File: config.mk
export PLATFORM = sky130hd
export DESIGN_NAME = door_event_encoder
export DESIGN_NICKNAME = d
export VERILOG_FILES = /design/src/rtl/door_event_encoder_pkg.sv /design/src/rtl/door_event_encoder_debounce.sv /design/src/rtl/door_event_encoder.sv
export SDC_FILE = /design/constraint.sdc
export NUM_CORES = 1
export LEC_CHECK = 0
export BUFFER_PORTS_ARGS = -buffer_cell sky130_fd_sc_hd__buf_2
export CAP_MARGIN = 20
export CELL_PAD_IN_SITES_DETAIL_PLACEMENT = 1
export CELL_PAD_IN_SITES_GLOBAL_PLACEMENT = 2
export CORE_MARGIN = 2
export CORE_UTILIZATION = 39
export DETAILED_ROUTE_END_ITERATION = 10
export MAX_ROUTING_LAYER = met4
export PLACE_DENSITY = 0.78
export SYNTH_ARGS = -nofsm -noshare
export SYNTH_HDL_FRONTEND = slang
export SYNTH_SLANG_ARGS = --single-unit
File: constraint.sdc
create_clock -name clk -period 2.1 [get_ports clk]
set_input_delay 0.105 -clock clk [delete_from_list [all_inputs] [get_ports clk]]
set_output_delay 0.105 -clock clk [all_outputs]
set_load 0.01 [all_outputs]
File: src/rtl/door_event_encoder_pkg.sv
// rtl/door_event_encoder_pkg.sv - shared encodings for the door event encoder
package door_event_encoder_pkg;

    localparam int OCC_W = 3;

    localparam logic DIR_UP = 1'b1;
    localparam logic DIR_DN = 1'b0;

    localparam logic [2:0] ST_IDLE = 3'd0;
    localparam logic [2:0] ST_EN1  = 3'd1;
    localparam logic [2:0] ST_EN2  = 3'd2;
    localparam logic [2:0] ST_EN3  = 3'd3;
    localparam logic [2:0] ST_EX1  = 3'd4;
    localparam logic [2:0] ST_EX2  = 3'd5;
    localparam logic [2:0] ST_EX3  = 3'd6;

    typedef enum logic [2:0] {
        IDLE = ST_IDLE,
        EN1  = ST_EN1,
        EN2  = ST_EN2,
        EN3  = ST_EN3,
        EX1  = ST_EX1,
        EX2  = ST_EX2,
        EX3  = ST_EX3
    } state_t;

endpackage

File: src/rtl/door_event_encoder_debounce.sv
// rtl/door_event_encoder_debounce.sv - two-flop synchroniser plus stability-count debouncer
module sensor_debounce #(
    parameter int DEBOUNCE_CYCLES = 16
) (
    input  logic clk,
    input  logic reset_n,
    input  logic raw,
    output logic clean
);

    localparam int CW = $clog2(DEBOUNCE_CYCLES + 1);

    logic          s1;
    logic          s2;
    logic [CW-1:0] cnt;

    always_ff @(posedge clk or negedge reset_n) begin
        if (!reset_n) begin
            s1    <= 1'b0;
            s2    <= 1'b0;
            cnt   <= '0;
            clean <= 1'b0;
        end else begin
            s1 <= raw;
            s2 <= s1;
            // Any sample agreeing with the current level restarts the run.
            if (s2 == clean) begin
                cnt <= '0;
            end else if (cnt == CW'(DEBOUNCE_CYCLES - 1)) begin
                clean <= s2;
                cnt   <= '0;
            end else begin
                cnt <= cnt + CW'(1);
            end
        end
    end

endmodule

File: src/rtl/door_event_encoder.sv
// rtl/door_event_encoder.sv - decodes door passages into gated step/direction events for the occupancy counter
module door_event_encoder
    import door_event_encoder_pkg::*;
#(
    parameter int DEBOUNCE_CYCLES = 16,
    parameter int TIMEOUT_CYCLES  = 1024,
    parameter int MAX_OCC         = 7
) (
    input  logic             clk,
    input  logic             reset_n,
    input  logic             sens_out,
    input  logic             sens_in,
    output logic             step,
    output logic             up_dn,
    output logic [OCC_W-1:0] occupancy,
    output logic             full,
    output logic             empty,
    output logic             err
);

    localparam int TW = $clog2(TIMEOUT_CYCLES + 1);

    logic             a_clean;
    logic             b_clean;
    logic [1:0]       code;
    state_t           state;
    state_t           state_nxt;
    logic             ev_up;
    logic             ev_dn;
    logic             accept;
    logic             timeout;
    logic             pend;
    logic [TW-1:0]    tcnt;
    logic [OCC_W-1:0] occ_nxt;

    sensor_debounce #(.DEBOUNCE_CYCLES(DEBOUNCE_CYCLES)) u_deb_out (
        .clk     (clk),
        .reset_n (reset_n),
        .raw     (sens_out),
        .clean   (a_clean)
    );

    sensor_debounce #(.DEBOUNCE_CYCLES(DEBOUNCE_CYCLES)) u_deb_in (
        .clk     (clk),
        .reset_n (reset_n),
        .raw     (sens_in),
        .clean   (b_clean)
    );

    assign code = {a_clean, b_clean};

    always_comb begin
        state_nxt = state;
        ev_up     = 1'b0;
        ev_dn     = 1'b0;
        case (state)
            IDLE: if (code == 2'b10) state_nxt = EN1;
                  else if (code == 2'b01) state_nxt = EX1;
            EN1:  if (code == 2'b11) state_nxt = EN2;
                  else if (code == 2'b00) state_nxt = IDLE;
            EN2:  if (code == 2'b01) state_nxt = EN3;
                  else if (code == 2'b10) state_nxt = EN1;
            EN3:  if (code == 2'b00) begin
                      state_nxt = IDLE;
                      ev_up     = 1'b1;
                  end else if (code == 2'b11) state_nxt = EN2;
            EX1:  if (code == 2'b11) state_nxt = EX2;
                  else if (code == 2'b00) state_nxt = IDLE;
            EX2:  if (code == 2'b10) state_nxt = EX3;
                  else if (code == 2'b01) state_nxt = EX1;
            EX3:  if (code == 2'b00) begin
                      state_nxt = IDLE;
                      ev_dn     = 1'b1;
                  end else if (code == 2'b11) state_nxt = EX2;
            default: state_nxt = IDLE;
        endcase
    end

    // A real transition on the limit cycle wins over the timeout.
    assign timeout = (state != IDLE) && (state_nxt == state)
                     && (tcnt == TW'(TIMEOUT_CYCLES - 1));

    assign accept  = (ev_up && !full) || (ev_dn && !empty);
    assign occ_nxt = (up_dn == DIR_UP) ? occupancy + OCC_W'(1) : occupancy - OCC_W'(1);

    always_ff @(posedge clk or negedge reset_n) begin
        if (!reset_n) begin
            state <= IDLE;
            tcnt  <= '0;
            err   <= 1'b0;
        end else begin
            err <= timeout;
            if (timeout) begin
                state <= IDLE;
                tcnt  <= '0;
            end else begin
                state <= state_nxt;
                if ((state_nxt != state) || (state == IDLE)) tcnt <= '0;
                else tcnt <= tcnt + TW'(1);
            end
        end
    end

    // Direction lands one edge ahead of the step so the counter sees it settled.
    always_ff @(posedge clk or negedge reset_n) begin
        if (!reset_n) begin
            pend      <= 1'b0;
            step      <= 1'b0;
            up_dn     <= DIR_DN;
            occupancy <= '0;
            full      <= 1'b0;
            empty     <= 1'b1;
        end else begin
            pend <= accept;
            step <= pend;
            if (accept) up_dn <= ev_up ? DIR_UP : DIR_DN;
            if (pend) begin
                occupancy <= occ_nxt;
                full      <= (occ_nxt == OCC_W'(MAX_OCC));
                empty     <= (occ_nxt == '0);
            end
        end
    end

endmodule

Word level (Yosys, flattened, before mapping)

Cells that the tools add are included.

Flip-flop bits (word level): 39
Input port bits: 4
Output and inout port bits: 8
Logic and storage cells: 80

Add/subtract/negate cells: 5
Equal/unequal tests: 17
Multiplexer cells: 25
Bitwise operators: 2
Reduce and logical (&&, ||, !) cells: 14

Operators by type and width:

| operator                                               | number |
|---|---|
| two-way mux 3 bit                                      | 14 |
| two-way mux 11 bit                                     | 2 |
| case mux 3 bit (7 select lines)                        | 1 |
| two-way mux 5 bit                                      | 4 |
| equality test 3 bit (second input constant)            | 4 |
| adder 11 x 1 -> 11 bit (second input constant)         | 1 |
| equality test 11 x 10 -> 1 bit (second input constant) | 1 |
| adder 5 x 1 -> 5 bit (second input constant)           | 2 |
| equality test 5 x 4 -> 1 bit (second input constant)   | 2 |
| equality test 3 x 2 -> 1 bit (second input constant)   | 2 |
| zero test 3 bit                                        | 2 |
| equality test 2 bit (second input constant)            | 2 |
| logical AND 1 bit                                      | 4 |
| two-way mux 1 bit                                      | 4 |
| AND reduction 2 bit                                    | 2 |
| adder 3 x 1 -> 3 bit (second input constant)           | 1 |
| equality test 3 x 1 -> 1 bit (second input constant)   | 1 |
| equality test 3 bit                                    | 1 |
| != test 3 bit                                          | 1 |
| nonzero test 3 bit                                     | 1 |
| subtractor 3 x 1 -> 3 bit (second input constant)      | 1 |
| equality test 1 bit                                    | 2 |
| equality test 2 x 1 -> 1 bit (second input constant)   | 1 |
| zero test 1 bit                                        | 2 |
| 3 further kinds                                        | 5 |

Logic depth before layout (Yosys ltp)

Gate-level depths: netlist of run 1.

Depth after elaboration: 8
Gate-level depth with buffers: 6

Cells and area by module

Synthesis of run 1 repeated with hierarchy kept, for this count alone.

Cells, all modules: 165
Area total of the unflattened synthesis: 1899.3 µm²

Modules (own cells, without submodules):

| module             | instances | cells an instance | area each (µm²) |
|---|---|---|---|
| door_event_encoder | 1         | 119               | 1276.2 |
| sensor_debounce    | 2         | 23                | 311.5 |

Least setup slack after synthesis of run 1

OpenSTA, ideal clock, no wires.

Path type: flip-flop to flip-flop
From: reg up_dn
To: reg full
Setup time: 0.083 ns
Arrival time: 1.512 ns
Required time: 2.017 ns
Setup slack: 0.505 ns
Cell stages (with the launch flop): 7
Buffers on the path: 0
Clock period less this slack: 1.595 ns
Cell sequence: dfrtp_1 inv_1 fa_1 xnor2_1 xor2_1 nand3_1 o21ai_0

Longest elaborated chain between the ends: 2

Ends and longest elaborated chain:

| item                   | line                      | text |
|---|---|---|
| start, declared        | door_event_encoder.sv:14  | `output logic up_dn,` |
| start signal, assigned | door_event_encoder.sv:116 | `if (accept) up_dn <= ev_up ? DIR_UP : DIR_DN;` |
| two-way mux 3 bit      | door_event_encoder.sv:84  | `assign occ_nxt = (up_dn == DIR_UP) ? occupancy + OCC_W'(1) : occupancy - OCC_W'(1);` |
| equality test 3 bit    | door_event_encoder.sv:119 | `full <= (occ_nxt == OCC_W'(MAX_OCC));` |
| end signal, assigned   | door_event_encoder.sv:119 |  |
| end, declared          | door_event_encoder.sv:16  | `output logic full,` |

No other way between the ends.
A chain may end at the register's enable or synchronous reset.

Final worst setup path of run 1

Ends and elaborated chain as after synthesis.

==> results of run 1 <==
[power by group through the flow]
stage | clock network, mW | registers (mW) | logic, mW
floorplan | 0 | 0.785 | 0.0180
global placement | 0 | 0.787 | 0.0365
detailed placement | 0 | 0.789 | 0.0410
CTS | 0.580 | 0.774 | 0.0453
global route | 0.611 | 0.776 | 0.0508
finish | 0.556 | 0.774 | 0.0425
[per-stage QoR]
stage          util (%)  std cells  setup slack (ps)  cell area (sq um)
3_3_place_gp      42.79        222             419.4               1902
5_1_grt           45.72        233             248.8               2032
2_1_floorplan         -        166             505.4               1832
4_1_cts           45.72        233             369.3               2032
3_5_place_dp      42.79        222             413.5               1902
6_report          45.72        233             381.9               2032
[kinds of logic after synthesis]
family	count (synthesis)	synth area share, %
compound gates	14	4.782
fa+ha+maj	8	5.738
flops	39	53.35
xor+xnor	20	9.563
buf+inv	14	4.166
mux	4	3.074
simple gates	67	19.33
[worst min path at each step]
stage,from,end,slack (ps),depth (start not counted)
finish,u_deb_in.s1,u_deb_in.s2,360,0
global route,u_deb_out.s1,u_deb_out.s2,380,0
CTS,u_deb_in.s1,u_deb_in.s2,360,0
detailed placement,sens_in,u_deb_in.s1,210,1
global placement,sens_out,u_deb_out.s1,220,1
floorplan,reset_n,err,-190,0
[flip-flops by register name, summed over array words and instances (netlist names), 3 cells and up]
| signal | count |
|---|---|
| tcnt | 11 |
| occupancy | 3 |
| u_deb_out.cnt | 5 |
| u_deb_in.cnt | 5 |
| state | 3 |
[worst reg2reg max path, delay by kind of cell (launching register included)]
kind / cells / cell delay (ps)
buf+inv: 1 / 130
fa+ha+maj: 1 / 440
compound gates: 1 / 80
xor+xnor: 2 / 470
flops: 1 / 420
simple gates: 1 / 100
[cell usage in the layout (no fill, tap or decap), types with 3 or more instances in the layout]
| master | instances |
|---|---|
| dfrtp_1 | 38 |
| nor2_1 | 24 |
| xor2_1 | 11 |
| buf_2 | 11 |
| xnor2_1 | 9 |
| nand2_1 | 9 |
| nand3_1 | 8 |
| inv_1 | 7 |
| clkbuf_8 | 7 |
| ha_1 | 6 |
| and3_1 | 5 |
| o21ai_0 | 4 |
| and2_1 | 4 |
| nor3_1 | 4 |
| nand3_2 | 3 |
| a21oi_1 | 3 |
| mux2_2 | 3 |
| dlygate4sd3_1 | 3 |
[routing by layer]
metal	vias up	wire (um)	global-route usage, %
met3	6	88	4.306
met4	0	63	6.173
li1	577	-	-
met2	13	1687	25.96
met5	-	0	-
met1	630	1555	17.70
[timing repair]
item,4_1_cts,5_1_grt
endpoints found under the setup margin,0,0
hold buffers,3,0
endpoints found under the hold margin,40,0
[cell type report]
| cell class | count | area, sq um | share of cell area (%) |
|---|---|---|---|
| multi-input combinational | 113 | 778.2 | 38.30 |
| sequential | 39 | 977.2 | 48.09 |
| clock buffer | 8 | 100.1 | 4.926 |
| inverter | 7 | 26.28 | 1.293 |
| timing repair buffer | 14 | 85.08 | 4.187 |
| tap | 52 | 65.06 | 3.202 |
==> impl_metrics.tcl, run 1 <==
set metrics [dict create \
    cts_resized 0 \
    wire_per_inst_um 14.57 \
    r2r_cells 6 \
    p_comb_share_pct 3.1 \
    fp.dieW_um 72.54 \
    synthDominantCellAreaShare_pct 51.91 \
    fillers 511 \
    grt_pass1_wl_mm 6.113 \
    ir_drop_mv 0.4181 \
    fin_setup_tns_ps 0 \
    path_cells "inv_1 -> fa_1 -> xnor2_1 -> xor2_1 -> nand3_1 -> o21ai_0" \
    dr.first_iter.drc_count 60 \
    first_global_vias 1373 \
    hold_path_class "flip-flop to flip-flop" \
    worst_pin_slew_ps 883.2 \
    nNetsFinal 191 \
    total_power_mw 1.372 \
    status "completed" \
    endpoint_kind "flip-flop" \
    crit_arrival_ps 1930 \
    hpwl_mm 2.449 \
    ys_ff_latch 39 \
    slew_headroom_pct 41.12 \
    synth_edf_count 0 \
    final_antenna_net_count 0 \
    synth.largest_area_cell "dfrtp_1" \
    grt_max_degree 40 \
    antenna_found_initial 0 \
    yosys_warnings 0 \
    cts_sinks 39 \
    seq_area_frac_synth_pct 53.35 \
    synthArstFlopShare_pct 100.0 \
    die_area_sq_um 5261 \
    crit_start "up_dn" \
    fp.coreArea_sq_um 4444 \
    yosysMostFrequentCell "dfrtp_1" \
    cts_buffers 5 \
    die_height_um 72.54 \
    synthesis.nets 177 \
    overflow 0 \
    cts.path.max_buffers 2 \
    htree_levels 2 \
    reg2reg_slack_ps 380 \
    synth_commonest_cells "dfrtp_1, nor2_1, xor2_1" \
    syn_area_per_cell_sq_um 11.03 \
    grt_usage_pct 15.56 \
    diodes 0 \
    start_util_pct 41.22 \
    internal_power_mw 1.080 \
    slowest_stage "fa_1" \
    rsz0062_at_grt "no" \
    cp_top_family "XOR/XNOR gates" \
    cap_violations 0 \
    dr.pass1.iters 4 \
    post-cts-setup-buffer-count 0 \
    rows 24 \
    vias 1226 \
    fin_crit_sh_pct 81.81 \
    syn2layout_area_growth_pct 10.93 \
    swShare_pct 21.32 \
    r2r-end "full" \
    viasPerCell 5.262 \
    cp.depth 6 \
    synth_flop_cell "dfrtp_1" \
    synth.area.top_cells "dfrtp_1, xor2_1, nor2_1" \
    path_class "flip-flop to flip-flop" \
    path_clk_slew_ps 70 \
    crit_end "full" \
    setup_viol_count_final 0 \
    crit_fanout 4 \
    worst-path-buf-inv 1 \
    clockPowerShare_pct 40.5 \
    required_ps 2310 \
    synth_cell_types 38 \
    synth_area_sq_um 1832 \
    hold_ws_ps 360.0 \
    io_pins 12 \
    post-route-drc-count 0 \
    io_buffers 11 \
    place_congestion 0.7244 \
    finalWirelength_mm 3.394 \
    cp-start-kind "flip-flop" \
    p_leak_nw 0.9562 \
    power.switching_mw 0.2925 \
    slew_violations 0 \
    seqPwrFrac_pct 56.4 \
    drive_above_1_share_pct 14.92 \
    hold_violations 0 \
    syn-instance-count 166 \
    clock.fmax_mhz 582.0 \
    clk-insertion-delay-late_ps 290 \
    fin_crit_ps 1718 \
    power_density_nw_per_um2 675.2 \
    cts_root_buffer "clkbuf_8" \
    finClkSkew_ps 6.980 \
    critPathMaxStageDelay_ps 440 \
    r2r_start "up_dn" \
    cts_tree "built" \
]
Power figures use the tool's default switching activity.
==> inputs of run 2 (changes only) <==
- clock period: 2.1 -> 1.77 ns (I/O delays scaled with it)
==> impl_metrics.tcl, run 2 (synthesized netlist as in run 1, its figures left out) <==
set metrics [dict create \
    status "completed" \
    ir_drop_mv 0.4809 \
    antenna_found_initial 0 \
    clk-insertion-delay-late_ps 290 \
    vias 1228 \
    p_leak_nw 0.9837 \
    hold_violations 0 \
    io_pins 12 \
    cts_tree "built" \
    drive_above_1_share_pct 18.82 \
    pre_cts_ws_ps 72.83 \
    setup_viol_count_final 0 \
    grt_usage_pct 15.56 \
    final_cell_mix "dfrtp_1, nor2_1, xor2_1, buf_2, nand2_1" \
    io_buffers 11 \
    fin_crit_sh_pct 93.27 \
    grt_pass1_wl_mm 6.078 \
    diodes 0 \
    path_clk_slew_ps 80 \
    die_height_um 72.54 \
    slew_headroom_pct 75.07 \
    power_density_nw_per_um2 780.0 \
    fp.dieW_um 72.54 \
    final_antenna_net_count 0 \
    place_congestion 0.6947 \
    cts_root_buffer "clkbuf_8" \
    slew_violations 0 \
    finClkSkew_ps 8.872 \
    first_global_vias 1365 \
    overflow 0 \
    crit_arrival_ps 1820 \
    dp.cells 226 \
    post-route-drc-count 0 \
    fin_setup_tns_ps 0 \
    top_register "tcnt" \
    syn2layout_area_growth_pct 14.34 \
    wire_per_inst_um 14.50 \
    utilization_pct 47.13 \
    rsz0062_at_grt "no" \
    rows 24 \
    finalWirelength_mm 3.451 \
    clock.fmax_mhz 605.7 \
    final_common_cell "dfrtp_1" \
    endpoint_kind "flip-flop" \
    cts.path.max_buffers 2 \
    path_class "flip-flop to flip-flop" \
    reg2reg_slack_ps 120 \
    fin_crit_ps 1651 \
    largest_reg_flops 11 \
    dr.pass1.iters 4 \
    start_util_pct 41.22 \
    stdcell_count 238 \
    worst_pin_slew_ps 370.1 \
    dr.first_iter.drc_count 54 \
    critPathMaxStageDelay_ps 540 \
    grt_max_degree 40 \
    fp.coreArea_sq_um 4444 \
    cts_sinks 39 \
    die_area_sq_um 5261 \
    path_cells "ha_1 -> nand2_1 -> or4b_4 -> nand3_2 -> nor2_1" \
    cap_violations 0 \
    slowest_stage "or4b_4" \
    finalWorstSetupSlack_ps 119.1 \
    crit_fanout 7 \
    viasPerCell 5.160 \
    cts_buffers 5 \
    total_power_mw 1.634 \
    r2r_start "tcnt[0]" \
    fillers 507 \
    required_ps 1940 \
    hold_path_class "primary input to asynchronous set/reset pin" \
    nNetsFinal 196 \
    hpwl_mm 2.503 \
    crit_start "tcnt[0]" \
    cp-start-kind "flip-flop" \
    htree_levels 2 \
    reg_top3 "tcnt x11, u_deb_in.cnt x5, u_deb_out.cnt x5" \
]
-- run 2: cell types whose count changed in the layout (fill, tap and decap cells not counted) --
| cell | delta |
|---|---|
| buf_4 | +4 |
| clkbuf_1 | -1 |
| xnor2_2 | +1 |
| dfrtp_1 | -1 |
| xnor2_1 | -1 |
| buf_12 | +1 |
| clkinvlp_4 | +1 |
| dfrtp_2 | +1 |
-- run 2: routing by layer --
| layer | part of all wire [%] | up-vias | track usage [%] |
|---|---|---|---|
| li1 | - | 589 | - |
| met1 | 43 | 616 | 17.79 |
| met2 | 52 | 17 | 26.26 |
| met3 | 3.2 | 6 | 5.417 |
| met4 | 1.2 | 0 | 3.704 |
| met5 | 0 | - | - |
-- run 2: layout make-up --
| type | instances | area, sq um | share of cell area, % |
|---|---|---|---|
| clock buffers | 7 | 96.34 | 4.600 |
| clock inverters | 1 | 7.507 | 0.3584 |
| inverters | 7 | 26.28 | 1.254 |
| multi-input cells | 113 | 785.8 | 37.51 |
| flip-flops and latches | 39 | 978.4 | 46.71 |
| well taps | 52 | 65.06 | 3.106 |
| repair buffers | 19 | 135.1 | 6.452 |
-- run 2: timing repair --
| item | in CTS | in global routing |
|---|---|---|
| endpoints found under the hold margin | 41 | 0 |
| endpoints found under the setup margin | 0 | 2 |
| setup buffers | 0 | 1 |
| hold buffers | 3 | 0 |
| gates resized for setup | 0 | 2 |
-- run 2: worst max-delay path: cells and delay by family (launching register included) --
kind | cells | cell delay [ps]
adders and majority gates | 1 | 230
DFF | 1 | 410
and+or+nand+nor | 4 | 890
-- run 2: path summary, 6_finish.rpt --
| kind | end | depth (start not counted) |
|---|---|---|
| max | tcnt[2] | 5 |
| min | tcnt[3] | 3 |
| max reg2reg | tcnt[2] | 5 |
| min reg2reg | u_deb_in.s2 | 0 |
| max in group asynchronous | empty | 3 |
| min in group clk | u_deb_in.s2 | 0 |
-- run 2: where the power goes --
part / switching [mW] / internal [mW]
Sequential: 0.0109 / 0.906
Clock: 0.306 / 0.354
Combinational: 0.0332 / 0.0230
Total: 0.350 / 1.28
-- run 2: stage by stage --
stage          area [sq um]  hold slack, ps
6_report               2095           290.3
2_1_floorplan          1832          -207.1
3_3_place_gp           1944           72.17
4_1_cts                2078           293.5
3_5_place_dp           1944           75.27
5_1_grt                2095           303.6
